[src/rtl/scaledclk_monitor.sv]
`timescale 1ns/1ps
// Purpose : qualifies a slow divided clock; emits a tick per rising edge, measures its period, tracks lock/loss.
// Latency : tick and status are registered; they appear two system clocks after the first high sample of the input.
// Backpr. : none; i_enable freezes counting and state (tick forced low); the synchronizer always runs.
//
// Ports:
//   i_clk            system clock, all logic on the rising edge
//   i_rst_n          asynchronous active-low reset
//   i_enable         run/freeze control
//   i_scaledclk_in   slow clock, asynchronous to i_clk
//   o_tick           one-cycle pulse per accepted rising edge
//   o_period         last measured edge-to-edge period, in enabled clock cycles
//   o_period_valid   a period has been measured since IDLE or LOST
//   o_locked         LOCKED state
//   o_lost           LOST state
//   o_err_count      out-of-tolerance periods seen while locked, saturating at 255
module scaledclk_monitor #(
  parameter int NOMINAL_PERIOD = 200,
  parameter int TOLERANCE      = 4,
  parameter int LOCK_EDGES     = 2,
  parameter int TIMEOUT        = 400,
  parameter int CNT_W          = 10
) (
  input  logic             i_clk,
  input  logic             i_rst_n,
  input  logic             i_enable,
  input  logic             i_scaledclk_in,
  output logic             o_tick,
  output logic [CNT_W-1:0] o_period,
  output logic             o_period_valid,
  output logic             o_locked,
  output logic             o_lost,
  output logic [7:0]       o_err_count
);

  localparam int GOOD_W = (LOCK_EDGES < 2) ? 1 : $clog2(LOCK_EDGES + 1);
  localparam logic [CNT_W-1:0] P_LO      = CNT_W'(NOMINAL_PERIOD - TOLERANCE);
  localparam logic [CNT_W-1:0] P_HI      = CNT_W'(NOMINAL_PERIOD + TOLERANCE);
  localparam logic [CNT_W-1:0] CNT_LAST  = CNT_W'(TIMEOUT - 1);
  localparam logic [GOOD_W-1:0] GOOD_LOCK = GOOD_W'(LOCK_EDGES);

  typedef enum logic [1:0] {
    ST_IDLE,
    ST_ACQUIRE,
    ST_LOCKED,
    ST_LOST
  } state_t;

  // Synchronizer pair plus history flop; free-running regardless of i_enable.
  logic r_s1, r_s2, r_s3;

  logic [CNT_W-1:0]  r_cnt;
  logic [GOOD_W-1:0] r_good;
  state_t            r_state;
  logic              r_tick;
  logic [CNT_W-1:0]  r_period;
  logic              r_period_valid;
  logic              r_locked;
  logic              r_lost;
  logic [7:0]        r_err_count;

  logic              w_rise;
  logic              w_acc;
  logic [CNT_W-1:0]  w_meas;
  logic              w_in_tol;
  logic [GOOD_W-1:0] w_good_inc;
  logic              w_timeout;

  assign w_rise     = r_s2 & ~r_s3;
  assign w_acc      = w_rise & i_enable;
  // cnt restarts at 0 on an edge, so the edge-to-edge distance is cnt+1.
  assign w_meas     = r_cnt + CNT_W'(1);
  assign w_in_tol   = (w_meas >= P_LO) && (w_meas <= P_HI);
  assign w_good_inc = r_good + GOOD_W'(1);
  // Only a missing edge times out; an edge landing on the threshold wins.
  assign w_timeout  = i_enable && !w_acc && (r_cnt == CNT_LAST);

  always_ff @(posedge i_clk or negedge i_rst_n) begin
    if (!i_rst_n) begin
      r_s1 <= 1'b0;
      r_s2 <= 1'b0;
      r_s3 <= 1'b0;
    end else begin
      r_s1 <= i_scaledclk_in;
      r_s2 <= r_s1;
      r_s3 <= r_s2;
    end
  end

  always_ff @(posedge i_clk or negedge i_rst_n) begin
    if (!i_rst_n) begin
      r_cnt <= '0;
    end else if (w_acc) begin
      r_cnt <= '0;
    end else if (i_enable && (r_cnt != {CNT_W{1'b1}})) begin
      r_cnt <= r_cnt + CNT_W'(1);
    end
  end

  // FSM with registered status outputs; everything holds while i_enable is low.
  always_ff @(posedge i_clk or negedge i_rst_n) begin
    if (!i_rst_n) begin
      r_state        <= ST_IDLE;
      r_good         <= '0;
      r_tick         <= 1'b0;
      r_period       <= '0;
      r_period_valid <= 1'b0;
      r_locked       <= 1'b0;
      r_lost         <= 1'b0;
      r_err_count    <= '0;
    end else begin
      r_tick <= w_acc;
      case (r_state)
        ST_IDLE: begin
          // First edge only establishes the reference; nothing to measure yet.
          if (w_acc) r_state <= ST_ACQUIRE;
        end
        ST_ACQUIRE: begin
          if (w_acc) begin
            r_period       <= w_meas;
            r_period_valid <= 1'b1;
            if (w_in_tol) begin
              if (w_good_inc == GOOD_LOCK) begin
                r_state  <= ST_LOCKED;
                r_locked <= 1'b1;
                r_good   <= '0;
              end else begin
                r_good <= w_good_inc;
              end
            end else begin
              r_good <= '0;
            end
          end else if (w_timeout) begin
            r_state        <= ST_LOST;
            r_lost         <= 1'b1;
            r_period_valid <= 1'b0;
            r_good         <= '0;
          end
        end
        ST_LOCKED: begin
          if (w_acc) begin
            r_period <= w_meas;
            if (!w_in_tol) begin
              if (r_err_count != 8'hFF) r_err_count <= r_err_count + 8'd1;
              r_state  <= ST_ACQUIRE;
              r_locked <= 1'b0;
            end
          end else if (w_timeout) begin
            r_state        <= ST_LOST;
            r_lost         <= 1'b1;
            r_locked       <= 1'b0;
            r_period_valid <= 1'b0;
            r_good         <= '0;
          end
        end
        ST_LOST: begin
          // The stale reference is discarded: this edge becomes the new one.
          if (w_acc) begin
            r_state <= ST_ACQUIRE;
            r_lost  <= 1'b0;
          end
        end
        default: begin
          r_state <= ST_IDLE;
        end
      endcase
    end
  end

  assign o_tick         = r_tick;
  assign o_period       = r_period;
  assign o_period_valid = r_period_valid;
  assign o_locked       = r_locked;
  assign o_lost         = r_lost;
  assign o_err_count    = r_err_count;

endmodule

[config.mk]
export PLATFORM = sky130hd
export DESIGN_NAME = scaledclk_monitor
export DESIGN_NICKNAME = d
export VERILOG_FILES = /design/src/rtl/scaledclk_monitor.sv
export SDC_FILE = /design/constraint.sdc
export NUM_CORES = 1
export LEC_CHECK = 0
export ABC_CLOCK_PERIOD_IN_PS = 4000
export CAP_MARGIN = 25
export CORE_MARGIN = 5
export CORE_UTILIZATION = 59
export DETAILED_ROUTE_END_ITERATION = 7
export GPL_ROUTABILITY_DRIVEN = 1
export PLACE_DENSITY = 0.84
export SETUP_SLACK_MARGIN = 0.1
export SYNTH_ARGS = -nofsm -noshare
export SYNTH_HDL_FRONTEND = slang
export SYNTH_SLANG_ARGS = --single-unit
[constraint.sdc]
create_clock -name i_clk -period 4 [get_ports i_clk]
set_input_delay 1 -clock i_clk [delete_from_list [all_inputs] [get_ports i_clk]]
set_output_delay 1 -clock i_clk [all_outputs]
set_load 0.02 [all_outputs]
==> flow_summary.json <==
{
  "status": "finished, final reports clean",
  "hold_path.class": "register to register",
  "antenna_found_initial": 0,
  "finalClockSkew_ns": 0.00636,
  "wl_met1_um": 1980,
  "rrSetupSlack_ns": 1.21,
  "grt_pass1_wl_um": 7520,
  "path_clk_slew_ns": 0.11,
  "post-cts-setup-buffers": 0,
  "grt_pass1_vias": 1568,
  "via_count": 1759,
  "power_density_nw_per_um2": 474,
  "p_clk_share_pct": 16.4,
  "cts_tree": "yes",
  "ys_seq_elements": 39,
  "worstSetupPathType": "primary input to register",
  "die_area_um2": 4880,
  "clock-sinks": 39,
  "drv_slew": 0,
  "overflow": 0,
  "p_leak_uw": 0.000968,
  "finalSetupTns_ns": 0,
  "crit_path_start_kind": "primary input",
  "worstMarginPinSlew_ns": 0.847,
  "insertion_delay_ns": 0.34,
  "drt-total-wl_um": 4150,
  "rr_startpoint": "r_cnt[0]$_DFFE_PN0P_",
  "numCtsBuffers": 5,
  "p_sw_uw": 415,
  "grt_setup_unrepaired": "no",
  "hold_depth": 0,
  "diodes": 0,
  "rows": 21,
  "synth_ff_type": "dfrtp_1",
  "max_freq_ghz": 0.344,
  "die_y_um": 69.9,
  "critPathMaxFanout": 7,
  "crit_required_ns": 4.24,
  "syn_inst": 229,
  "syn_area_per_cell_um2": 9.24,
  "final_antenna_net_count": 0,
  "switching_share_pct": 36.2,
  "drc": 0,
  "cts_hold_buf": 0,
  "ys_warn_count": 0,
  "htreeDepth": 2,
  "min_from": "r_s1$_DFF_PN0_",
  "holdWs_ns": 0.361,
  "async_flop_share_pct": 100,
  "p_comb_share_pct": 37.6,
  "die_width_um": 69.9,
  "dr_wl_met3_um": 326,
  "drt_pass1_iterations": 4,
  "area_growth_pct": 14.1,
  "place_hpwl_um": 2940,
  "max_cap_violations": 0,
  "intPower_uw": 731,
  "yosysSeqAreaShare_pct": 46.1,
  "final-setup-viol-count": 0,
  "r2r_end": "r_state[0]$_DFFE_PN0P_",
  "cp_data_arrival_time_ns": 3.15,
  "port-buffer-count": 25,
  "min_period_over_period_pct": 72.7,
  "viasPerCell": 5.92,
  "slew_headroom_pct": 43.4,
  "hold_viol": 0,
  "post_cts_resized": 0,
  "layout.nets": 259,
  "dr_wl_met2_um": 1800,
  "p_seq_share_pct": 46.0,
  "grtUsageTotal_pct": 18.6,
  "start_util_pct": 61.9,
  "routabilityCongestion": 0.870,
  "drive_gt1_share_pct": 7.17,
  "clock_path_buffers": 2,
  "cts-root-buf": "clkbuf_4",
  "synth-edff-count": 0,
  "syn_nets": 238,
  "fin_crit_ns": 2.91,
  "ir_drop_v": 0.000255,
  "drt_iter0_drc": 172,
  "endpoint_kind": "register",
  "io_pins": 26,
  "min_to": "r_s2$_DFF_PN0_",
  "grt_max_degree": 40,
  "maxUsedRoutingLayer": "met4",
  "routedWlPerCell_um": 14.0,
  "syn_area_um2": 2120,
  "r2r_cells": 7,
  "n_fill_cell": 279,
  "core_area_um2": 3420,
  "final_cell_mix": "dfrtp_1 (39), nor2_1 (27), clkdlybuf4s50_1 (24)",
  "ys_types": 48,
  "layout_commonest_cell": "dfrtp_1"
}
## layout make-up
cell class	instances	area, µm²	share of cell area [%]
clock buffers	7	45.0	1.87
clock inverters	1	5.00	0.207
inverters	8	30.0	1.24
multi-input cells	169	1040	43.1
flip-flops and latches	39	976	40.4
well taps	46	57.6	2.38
repair buffers	27	260	10.8
## registers in the layout, summed over array words and instances (netlist names)
name,flops
o_err_count,8
o_locked,1
o_lost,1
o_period,10
o_period_valid,1
o_tick,1
r_cnt,10
r_good,2
r_s1,1
r_s2,1
r_s3,1
r_state,2
## through the flow
stage,total power [µW],util (%),setup slack (ns),instances,instance area [µm²]
final,1150,70.7,1.09,297,2410
after detailed placement,967,69.2,0.746,289,2360
after floorplan,802,-,1.36,229,2120
after global routing,1230,70.7,0.961,297,2410
after global placement,953,69.2,0.786,289,2360
after CTS,1160,70.7,1.12,297,2410
## how the worst max path moves through the flow
stage	start	end	slack [ns]	cells past startpoint
after global routing	i_enable	o_locked$_DFFE_PN0P_	0.96	7
after CTS	i_enable	o_locked$_DFFE_PN0P_	1.12	7
after detailed placement	i_enable	o_locked$_DFFE_PN0P_	0.75	7
after global placement	i_enable	o_locked$_DFFE_PN0P_	0.79	7
after floorplan	i_enable	o_locked$_DFFE_PN0P_	1.36	7
final	i_enable	o_locked$_DFFE_PN0P_	1.09	7
## power groups by stage
stage                     logic, µW  clock network [µW]  registers, µW
final                           430                 188            527
after global placement          422                   0            531
after CTS                       433                 196            529
after detailed placement        431                   0            536
after global routing            477                 213            542
after floorplan                 215                   0            588
## per-layer routing
layer / vias up / global-route usage, %
met3: 5 / 5.31
met1: 808 / 28.3
met2: 75 / 25.7
met5: - / 0
li1: 871 / -
met4: 0 / 5.11
## worst max-delay path: stages
cell             delay, ns
clkdlybuf4s50_1       0.51
or4b_1                0.42
or4_1                 0.54
or3_1                 0.36
a21oi_1               0.16
a21oi_1               0.06
o31a_1                0.10
## cell families (layout without fill, tap and decap cells)
family | Yosys count | after routing | synth area share (%)
AOI/OAI and AO/OA | 62 | 62 | 18.3
xor gates and xnor gates | 10 | 10 | 4.14
adders and majority gates | 5 | 5 | 2.96
buffers and inverters | 21 | 43 | 4.67
DFF | 39 | 39 | 46.1
muxes | 3 | 3 | 1.60
and+or+nand+nor | 89 | 89 | 22.2
## cells in the mapped netlist, types with 2 or more instances
cell type / n / area [µm²]
dfrtp_1: 39 / 976
nor2_1: 27 / 101
o21ai_0: 22 / 110
nand2_1: 21 / 78.8
a21oi_1: 12 / 60.1
clkbuf_1: 9 / 33.8
xnor2_1: 9 / 78.8
o31ai_1: 8 / 60.1
a31oi_1: 7 / 43.8
inv_1: 7 / 26.3
nand3_1: 7 / 35.0
ha_1: 5 / 62.6
nand4_1: 5 / 31.3
nand3b_1: 4 / 30.0
mux2_2: 3 / 33.8
nand2b_1: 3 / 18.8
nor3_1: 3 / 15.0
and3_1: 2 / 12.5
buf_6: 2 / 22.5
nand4b_1: 2 / 17.5
o211a_1: 2 / 20.0
o41ai_1: 2 / 17.5
or3_1: 2 / 12.5
or3_4: 2 / 22.5
Note: power is estimated with default switching activity, not from simulation.
